--- src/rtl/nv_ram_fifo_pkg.sv ---
// Shared constants and types for the 32x272 RAM-backed FIFO controller and its output skid.
package nv_ram_fifo_pkg;

    localparam int DEPTH      = 32;
    localparam int AW         = 5;
    localparam int DW         = 272;
    localparam int SKID_DEPTH = 2;
    localparam int CNT_W      = 6;

    typedef logic [AW-1:0]    ptr_t;
    typedef logic [DW-1:0]    data_t;
    typedef logic [CNT_W-1:0] count_t;
    typedef logic [1:0]       skid_cnt_t;

endpackage

--- src/rtl/nv_ram_fifo_skid2.sv ---
// Two-entry output skid: captures RAM read data and presents the head entry to the consumer.
module nv_ram_fifo_skid2
    import nv_ram_fifo_pkg::*;
(
    input  logic      clk,
    input  logic      rst,
    input  logic      push,
    input  data_t     din,
    input  logic      pop,
    output logic      valid,
    output data_t     dout,
    output skid_cnt_t cnt
);

    data_t slot [SKID_DEPTH];
    logic  wr_idx;

    assign valid = (cnt != '0);
    assign dout  = slot[0];

    // Tail slot as seen after this cycle's pop has shifted the queue.
    assign wr_idx = (cnt == 2'd2) || ((cnt == 2'd1) && !pop);

    always_ff @(posedge clk or posedge rst) begin
        if (rst) begin
            cnt <= '0;
        end else begin
            cnt <= cnt + skid_cnt_t'(push) - skid_cnt_t'(pop);
        end
    end

    // NOTE: payload slots are not reset; cnt alone says which slots hold valid data.
    always_ff @(posedge clk) begin
        if (pop && (cnt == 2'd2)) begin
            slot[0] <= slot[1];
        end
        if (push) begin
            slot[wr_idx] <= din;
        end
    end

`ifndef SYNTHESIS
    a_cnt_range: assert property (@(posedge clk) disable iff (rst)
        cnt <= skid_cnt_t'(SKID_DEPTH));
    a_no_overflow: assert property (@(posedge clk) disable iff (rst)
        push |-> ((cnt < skid_cnt_t'(SKID_DEPTH)) || pop));
    a_no_underflow: assert property (@(posedge clk) disable iff (rst)
        pop |-> valid);
`endif

endmodule

--- src/rtl/nv_ram_rws_32x272_fifo_ctrl.sv ---
// Runs an external 32x272 synchronous RAM as a valid/ready FIFO; a 2-entry skid hides the read latency.
module nv_ram_rws_32x272_fifo_ctrl
    import nv_ram_fifo_pkg::*;
(
    input  logic              nvdla_core_clk,
    input  logic              nvdla_core_rst,
    input  logic              wr_pvld,
    output logic              wr_prdy,
    input  logic [DW-1:0]     wr_pd,
    output logic              rd_pvld,
    input  logic              rd_prdy,
    output logic [DW-1:0]     rd_pd,
    output logic [CNT_W-1:0]  fifo_count,
    output logic [AW-1:0]     ram_wa,
    output logic              ram_we,
    output logic [DW-1:0]     ram_di,
    output logic [AW-1:0]     ram_ra,
    output logic              ram_re,
    input  logic [DW-1:0]     ram_dout,
    input  logic [31:0]       pwrbus_ram_pd
);

    ptr_t      wr_ptr;
    ptr_t      rd_ptr;
    count_t    ram_used;
    count_t    ram_used_nxt;
    count_t    skid_cnt_nxt;
    skid_cnt_t skid_cnt;
    logic      inflight;
    logic      push;
    logic      pop;
    logic      issue;
    logic      capture;
    logic      has_unissued;
    logic      skid_room;
    logic      unused_pwrbus;

    // The RAM's power bus is wired to the RAM by the parent; nothing here consumes it.
    assign unused_pwrbus = ^pwrbus_ram_pd;

    assign wr_prdy = (ram_used < count_t'(DEPTH));
    assign push    = wr_pvld && wr_prdy && !nvdla_core_rst;
    assign pop     = rd_pvld && rd_prdy;
    assign capture = inflight;

    // The entry in flight stays in ram_used until captured, so its slot cannot be rewritten early.
    assign has_unissued = (ram_used > count_t'(inflight));
    assign skid_room    = (count_t'(skid_cnt) + count_t'(inflight))
                        < (count_t'(SKID_DEPTH) + count_t'(pop));
    assign issue        = has_unissued && skid_room;

    assign ram_used_nxt = ram_used + count_t'(push) - count_t'(capture);
    assign skid_cnt_nxt = count_t'(skid_cnt) + count_t'(capture) - count_t'(pop);

    assign ram_we = push;
    assign ram_wa = wr_ptr;
    assign ram_di = wr_pd;
    assign ram_re = issue;
    assign ram_ra = rd_ptr;

    // NOTE: all state here uses <= so every flop samples the values from before the edge.
    always_ff @(posedge nvdla_core_clk or posedge nvdla_core_rst) begin
        if (nvdla_core_rst) begin
            wr_ptr     <= '0;
            rd_ptr     <= '0;
            ram_used   <= '0;
            inflight   <= 1'b0;
            fifo_count <= '0;
        end else begin
            if (push) begin
                wr_ptr <= wr_ptr + ptr_t'(1);
            end
            if (issue) begin
                rd_ptr <= rd_ptr + ptr_t'(1);
            end
            ram_used   <= ram_used_nxt;
            inflight   <= issue;
            fifo_count <= ram_used_nxt + skid_cnt_nxt;
        end
    end

    nv_ram_fifo_skid2 u_skid (
        .clk   (nvdla_core_clk),
        .rst   (nvdla_core_rst),
        .push  (capture),
        .din   (ram_dout),
        .pop   (pop),
        .valid (rd_pvld),
        .dout  (rd_pd),
        .cnt   (skid_cnt)
    );

`ifndef SYNTHESIS
    a_push_ready: assert property (@(posedge nvdla_core_clk) disable iff (nvdla_core_rst)
        ram_we |-> wr_prdy);
    a_used_range: assert property (@(posedge nvdla_core_clk) disable iff (nvdla_core_rst)
        ram_used <= count_t'(DEPTH));
    a_no_rw_same: assert property (@(posedge nvdla_core_clk) disable iff (nvdla_core_rst)
        !(ram_re && ram_we && (ram_ra == ram_wa)));
    a_no_wr_inflight: assert property (@(posedge nvdla_core_clk) disable iff (nvdla_core_rst)
        (inflight && ram_we) |-> (ram_wa != (rd_ptr - ptr_t'(1))));
`endif

endmodule

--- config.mk ---
export PLATFORM = sky130hd
export DESIGN_NAME = nv_ram_rws_32x272_fifo_ctrl
export DESIGN_NICKNAME = d
export VERILOG_FILES = /design/src/rtl/nv_ram_fifo_pkg.sv /design/src/rtl/nv_ram_fifo_skid2.sv /design/src/rtl/nv_ram_rws_32x272_fifo_ctrl.sv
export SDC_FILE = /design/constraint.sdc
export NUM_CORES = 1
export LEC_CHECK = 0
export CORE_AREA = 2 2 450 452
export CTS_CLUSTER_SIZE = 8
export DETAILED_ROUTE_END_ITERATION = 10
export DIE_AREA = 0 0 452 454
export PLACE_DENSITY = 0.39
export SYNTH_ARGS = -nofsm -noshare
export SYNTH_HDL_FRONTEND = slang
export SYNTH_SLANG_ARGS = --single-unit
--- constraint.sdc ---
create_clock -name nvdla_core_clk -period 14 [get_ports nvdla_core_clk]
set_input_delay 1.4 -clock nvdla_core_clk [delete_from_list [all_inputs] [get_ports nvdla_core_clk]]
set_output_delay 1.4 -clock nvdla_core_clk [all_outputs]
set_load 0.005 [all_outputs]
==> results of run 1 <==
==> Yosys cell counts, types with 2 or more instances <==
| cell | n | area share (%) |
|---|---|---|
| edfxtp_1 | 544 | 69 |
| buf_4 | 292 | 9.3 |
| mux2_2 | 194 | 9.2 |
| mux2_4 | 80 | 5.1 |
| dfrtp_1 | 25 | 2.6 |
| ha_1 | 25 | 1.3 |
| inv_1 | 24 | 0.38 |
| xnor2_1 | 14 | 0.52 |
| buf_12 | 9 | 0.76 |
| a21oi_1 | 7 | 0.15 |
| xor2_1 | 6 | 0.22 |
| nand4_1 | 4 | 0.11 |
| nor2_1 | 4 | 0.064 |
| a21o_1 | 3 | 0.095 |
| fa_1 | 3 | 0.25 |
| nand2_1 | 3 | 0.048 |
| a211oi_1 | 2 | 0.064 |
| and2_1 | 2 | 0.053 |
| o21ai_0 | 2 | 0.042 |
==> logic make-up (layout without fill, tap and decap cells) <==
family,Yosys count,count (layout),share of synthesized area (%)
AO/OA/AOI/OAI,21,21,0.673
XOR/XNOR,20,20,0.742
adder cells (fa/ha/maj),28,28,1.58
buffers and inverters,328,724,10.5
flip-flops,569,569,71.8
multiplexers,274,274,14.3
other,0,3,0
AND/OR/NAND/NOR,17,17,0.376
==> layout by cell type (no fill, tap or decap), drive strengths merged <==
master         netlist  layout
clkdlybuf4s50        0     567
edfxtp             544     544
mux2               274     274
clkbuf               1     101
inv                 25      30
ha                  25      25
dfrtp               25      25
xnor2               14      14
buf                302      14
clkinv               0       9
a21oi                7       7
xor2                 6       6
nand4                4       4
nor2                 4       4
nand2                4       4
diode                0       3
a21o                 3       3
fa                   3       3
a211oi               2       2
o21ai                2       2
bufinv               0       2
and2                 2       2
a22o                 1       1
nor2b                1       1
a311oi               1       1
and3                 1       1
a21boi               1       1
nand2b               1       1
o211ai               1       1
o31ai                1       1
o21bai               1       1
o22ai                1       1
clkinvlp             0       1
==> layer usage <==
metal	part of all wire (%)	vias to the layer above	GRT usage [%]
li1	-	5159	-
met1	34	5882	7.56
met2	52	575	13.5
met3	11	228	4.19
met4	3.8	4	3.56
met5	0.17	-	0.653
==> final cells by class <==
cell class	count	share of cell area [%]
Tap cell	2672	10.2
Antenna cell	3	0.0229
Multi-Input combinational cell	360	12.8
Timing Repair Buffer	581	17.7
Clock buffer	101	6.66
Sequential cell	569	51.7
Clock inverter	17	0.625
Inverter	25	0.286
==> stage by stage <==
step | std cells | area, sq um | total power [W] | worst slack [ps] | utilization, %
floorplan | 1257 | 23600 | 0.00481 | 207 | -
global placement | 4207 | 30400 | 0.00619 | 8390 | 15.1
detailed placement | 4207 | 30400 | 0.00615 | 8420 | 15.1
CTS | 4325 | 32800 | 0.00819 | 8740 | 16.3
global route | 4326 | 32800 | 0.00843 | 8700 | 16.3
finish | 4328 | 32800 | 0.00794 | 8820 | 16.3
==> worst paths after layout <==
path	cells past startpoint	from	to
max in group asynchronous	3	nvdla_core_rst	ram_ra[4]
max reg2reg	6	u_skid.cnt[1]	u_skid.slot[1][235]
min reg2reg	1	ram_wa[4]	ram_wa[4]
min in group asynchronous	3	nvdla_core_rst	ram_wa[3]
max	8	rd_prdy	ram_re
min	1	ram_wa[4]	ram_wa[4]
==> where the power goes <==
| group | switching, W | internal [W] |
|---|---|---|
| registers | 0.000211 | 0.00288 |
| logic | 0.00143 | 0.00148 |
| clock network | 0.000804 | 0.00113 |
| total | 0.00244 | 0.00550 |
==> sequential cells by signal (all words and copies together), names as in the netlist <==
register,flops
capture,1
fifo_count,6
ram_used,6
u_skid.cnt,2
ram_ra,5
ram_wa,5
u_skid.slot,544
==> metrics.md, run 1 <==
| Metric | Value |
|---|---|
| GPL Wtd Cong | `0.756` |
| Setup Fix Bufs, Post-CTS | `0` |
| DR iter-0 viols | `563` |
| Root Driver | `clkbuf_16` |
| Antenna violations before repair | `16` |
| Pre-antenna DRT Iters | `6` |
| RSZ-0062 raised after global routing | `false` |
| Seq. cell area | `17000 sq um` |
| Post-synth EDFFs | `544` |
| Vias | `11800` |
| Fraction of layout cells with a size suffix above 1 | `23.7%` |
| Setup TNS | `0 ps` |
| HP Class | `register to register` |
| WL/cell | `19.3 microns` |
| Total track usage | `roughly 8%` |
| Vias per cell | `about 2.7` |
| Syn Std Cell Area | `23600 sq um` |
| Nets | `roughly 2200` |
| PortBufs | `567` |
| CTS Sinks | `569` |
| Die H | `454 microns` |
| Power per cell area | `242 nW/um^2` |
| Max-cap violations | `0` |
| Mapped Cells | `between 1000 and 1500` |
| Worst path top cell family by delay | `buffers and inverters` |
| CTS Buf Count | `85` |
| Worst-path clk slew | `50 ps` |
| Normalized max-slew margin | `9.62%` |
| Final Hold Viols | `0` |
| Maximum clock frequency | `about 0.19 GHz` |
| Status | `finished clean` |
| Routed WL | `roughly 84000 microns` |
| Filler cell count | `21900` |
| Worst-path fanout max | `7` |
| Max-slew violations | `0` |
| Cell variety after synth | `33` |
| Setup crit start kind | `input pin` |
| Dpl hpwl | `60800 microns` |
| Post-detailed-route count of antenna-violating nets | `0` |
| Die area | `about 210000 sq um` |
| Largest net degree at the start of global routing | `134` |
| Slew @ Worst Pin | `~1400 ps` |
| Maximum vdd ir drop | `0.216 mV` |
| WP buf/inv | `4` |
| Tcrit/Tclk final | `37.0%` |
| CTS Hold Bufs | `0` |
| Syn_nets | `1865` |
| Worst R2R Setup Slack | `10030 ps` |
| Yosys warnings | `0` |
| I/O pin count | `1144` |
| Crit path arrival time | `3780 ps` |
| Die W | `452 microns` |
| Clk_lat worst skew | `700 ps` |
| Post-CTS sizing | `0` |
| Ys async rst share | `4.39%` |
| Top_reg_cell synth | `edfxtp_1` |
| Flops & latches, synth | `569` |
| Slowest stage delay, CP | `580 ps` |
| Seq/Total Area, Yosys | `71.8%` |
| Worst path cell trace | `clkdlybuf4s50_1 > and2_1 > ha_1 > inv_1 > fa_1 > a311oi_4 > buf_4 > clkdlybuf4s50_1` |
| Most used cell, CP | `clkdlybuf4s50_1` |
| Worst Clk Skew | `50.3 ps` |
| Vias in the first global route | `12200` |
| Remaining Overflow, GRT | `0` |
| Starting Density | `11.8%` |
| Required time worst endpoint | `about 13000 ps` |
| First-pass GRT wire length | `109000 microns` |
| Area growth syn-to-layout | `38.9%` |
| Core ar. | `~200000 sq um` |
| Pleak | `about 11 nW` |
| Crit Path Class | `input pin to output port` |
| Multi-input gate area | `4200 sq um` |
| CP max stage cell | `clkdlybuf4s50_1` |
| # H-tree levels | `3` |
| Final Critical Period | `about 5200 ps` |
| DR DRC count | `0` |
| CP Capture Type | `output port` |
| Row cnt | `165` |
| Syn avg cell area | `18.8 sq um` |
| Final setup fails | `0` |
| CTS tree | `built` |
| Clk buf depth | `3` |
| Hold Slack | `~480 ps` |
Note: power is estimated with default switching activity, not from simulation.
==> run 2, diff against run 1 <==
- clock period: 14 -> 5.01 ns (I/O delays scaled with it)
==> metrics.md, run 2 (synthesis results as in run 1) <==
| Metric | Value |
|---|---|
| WP buf/inv | `3 (-1)` |
| Vias in the first global route | `12500 (+2.4%)` |
| Largest net degree at the start of global routing | `101 (-25%)` |
| Worst path top cell family by delay | `adder cells` |
| DR DRC count | `0 (unchanged)` |
| RSZ-0062 raised after global routing | `false` |
| Max reg flops | `544 (unchanged)` |
| Psw | `0.00685 W (+180%)` |
| Fraction of layout cells with a size suffix above 1 | `25.1% (+1.4 points)` |
| Final Hold Viols | `0 (unchanged)` |
| Largest Register | `u_skid.slot` |
| Sw Ratio | `30.7% (-0.064 points)` |
| PortBufs | `567 (unchanged)` |
| Most common cell after layout, fill and taps aside | `clkdlybuf4s50_1` |
| Row cnt | `165 (unchanged)` |
| Vias per cell | `2.74 (+0.12%)` |
| Root Driver | `clkbuf_16` |
| DR iter-0 viols | `599 (+6.4%)` |
| Clock network power share | `23.7% (-0.7 points)` |
| Die W | `452 microns (unchanged)` |
| Final Critical Period | `about 4000 ps` |
| Maximum clock frequency | `around 0.25 GHz` |
| Worst path cell trace | `ha_1 > inv_1 > ha_1 > inv_1 > fa_1 > a311oi_4 > clkdlybuf4s50_1` |
| Core ar. | `201000 sq um (unchanged)` |
| Final worst setup slack | `1030 ps (-7800 ps)` |
| Sequential power share | `38.6% (-0.4 points)` |
| Area growth syn-to-layout | `39.9%` |
| Final setup fails | `0 (unchanged)` |
| Required time worst endpoint | `4510 ps (-8090 ps)` |
| Power per cell area | `675 nW/um^2 (+180%)` |
| I/O pin count | `1144 (unchanged)` |
| Pre-antenna DRT Iters | `4 (-2)` |
| CTS Hold Bufs | `0 (unchanged)` |
| Overall power | `0.0223 W (+180%)` |
| CTS Sinks | `569 (unchanged)` |
| Comb power frac | `37.7% (+1.1 points)` |
| Internal power | `0.0155 W (+180%)` |
| Filler cell count | `21800 (-0.24%)` |
| Worst Clk Skew | `27.0 ps (-23.3 ps)` |
| Die area | `205000 sq um (unchanged)` |
| Slowest stage delay, CP | `720 ps (+140 ps)` |
| Max-cap violations | `0 (unchanged)` |
| # H-tree levels | `3 (unchanged)` |
| Clk_lat worst skew | `690 ps (about the same)` |
| Maximum vdd ir drop | `0.532 mV (+150%)` |
| WL/cell | `20.1 microns (+4.1%)` |
| Die H | `454 microns (unchanged)` |
| CP Capture Type | `output port` |
| First-pass GRT wire length | `114000 microns (+4.4%)` |
| Crit path arrival time | `3480 ps (-300 ps)` |
| Nets | `2254 (+1.1%)` |
| Total track usage | `8.17% (+0.39 points)` |
| Crit Path Class | `register to output port` |
| Worst-path clk slew | `50 ps (about the same)` |
| Setup Fix Bufs, Post-CTS | `0 (unchanged)` |
| Slew @ Worst Pin | `905 ps (-450 ps)` |
| Seq. cell area | `17000 sq um (about the same)` |
| Registers with the most flip-flops | `u_skid.slot x544, fifo_count x6, ram_used x6` |
| Tcrit/Tclk final | `79.5%` |
| Remaining Overflow, GRT | `0 (unchanged)` |
| Post-CTS sizing | `0 (unchanged)` |
| Max-slew violations | `0 (unchanged)` |
| Pleak | `11.0 nW (+1.1%)` |
| Status | `finished clean` |
| Placed Instances | `4231 (+0.57%)` |
| Post-detailed-route count of antenna-violating nets | `0 (unchanged)` |
| Setup TNS | `0 ps (unchanged)` |
| GPL Wtd Cong | `0.786 (+3.9%)` |
| Normalized max-slew margin | `39.3% (+30 points)` |
| Starting Density | `11.8% (unchanged)` |
| Vias | `11900 (+0.44%)` |
| Dpl hpwl | `66600 microns (+9.4%)` |
| Most frequent cells in the layout | `567 x clkdlybuf4s50_1, 544 x edfxtp_1, 194 x mux2_2` |
| Hold Slack | `218 ps (-259 ps)` |
| Antenna violations before repair | `5 (-11)` |
| Place WS | `1220 ps (-7200 ps)` |
| Routed WL | `87200 microns (+4.4%)` |
| Setup crit start kind | `register` |
| Worst-path fanout max | `8 (+1)` |
| HP Class | `input pin to async pin` |
| CTS Buf Count | `85 (unchanged)` |
| Multi-input gate area | `4230 sq um (+0.60%)` |
| CTS tree | `built` |
| Clk buf depth | `3 (unchanged)` |
| CP max stage cell | `clkdlybuf4s50_1` |
| Non-Filler Instances | `4342 (+0.32%)` |
-- run 2: changes by cell type in the layout (fill, tap and decap cells not counted), moves of 2 or more --
| cell | previous run | this run |
|---|---|---|
| buf_12 | 3 | 10 |
| clkinv_1 | 4 | 2 |
| clkbuf_1 | 16 | 10 |
| buf_4 | 11 | 28 |
| inv_16 | 3 | 0 |
-- run 2: tightest hold or removal path, delay by kind of cell --
kind / cells / cell delay, ps
buffers and inverters: 3 / 820
-- run 2: path summary, 6_finish.rpt --
path	from	to	slack (ps)	depth (start not counted)
hold reg to reg	ram_wa[4]	ram_wa[4]	480	1
setup / recovery	capture	ram_re	1030	7
setup reg to reg	ram_used[5]	fifo_count[5]	1740	12
max in group asynchronous	nvdla_core_rst	u_skid.cnt[1]	4460	3
hold / removal	nvdla_core_rst	ram_wa[4]	220	3
min in group nvdla_core_clk	ram_dout[235]	u_skid.slot[1][235]	390	1
-- run 2: layer usage --
metal / wire length, microns / vias to the layer above / part of all wire [%] / global-route usage [%]
met5: 356 / - / 0.41 / 1.17
met4: 4200 / 8 / 4.8 / 4.48
met3: 11400 / 257 / 13 / 5.19
met2: 42900 / 570 / 49 / 13.4
met1: 28300 / 5876 / 32 / 7.71
li1: - / 5189 / - / -
-- run 2: power groups by stage --
stage,Combinational (W),Sequential (W),Clock (W)
after global routing,0.00915,0.00881,0.00570
after global placement,0.00883,0.00869,0
after floorplan,0.00398,0.00903,0
after CTS,0.00881,0.00865,0.00556
after detailed placement,0.00876,0.00872,0
final,0.00842,0.00861,0.00529
-- run 2: per-stage QoR --
step,util [%],area [sq um]
global route,16.5,33000
finish,16.5,33000
detailed placement,15.3,30700
floorplan,-,23700
global placement,15.3,30700
CTS,16.4,33000
-- run 2: cell type report --
class                      count  area share (%)
sequential                   569            51.3
timing repair buffer         605            18.4
multi-input combinational    360            12.8
tap                         2672            10.1
clock buffer                  97            6.67
clock inverter                12           0.390
inverter                      25           0.284
antenna                        2          0.0151
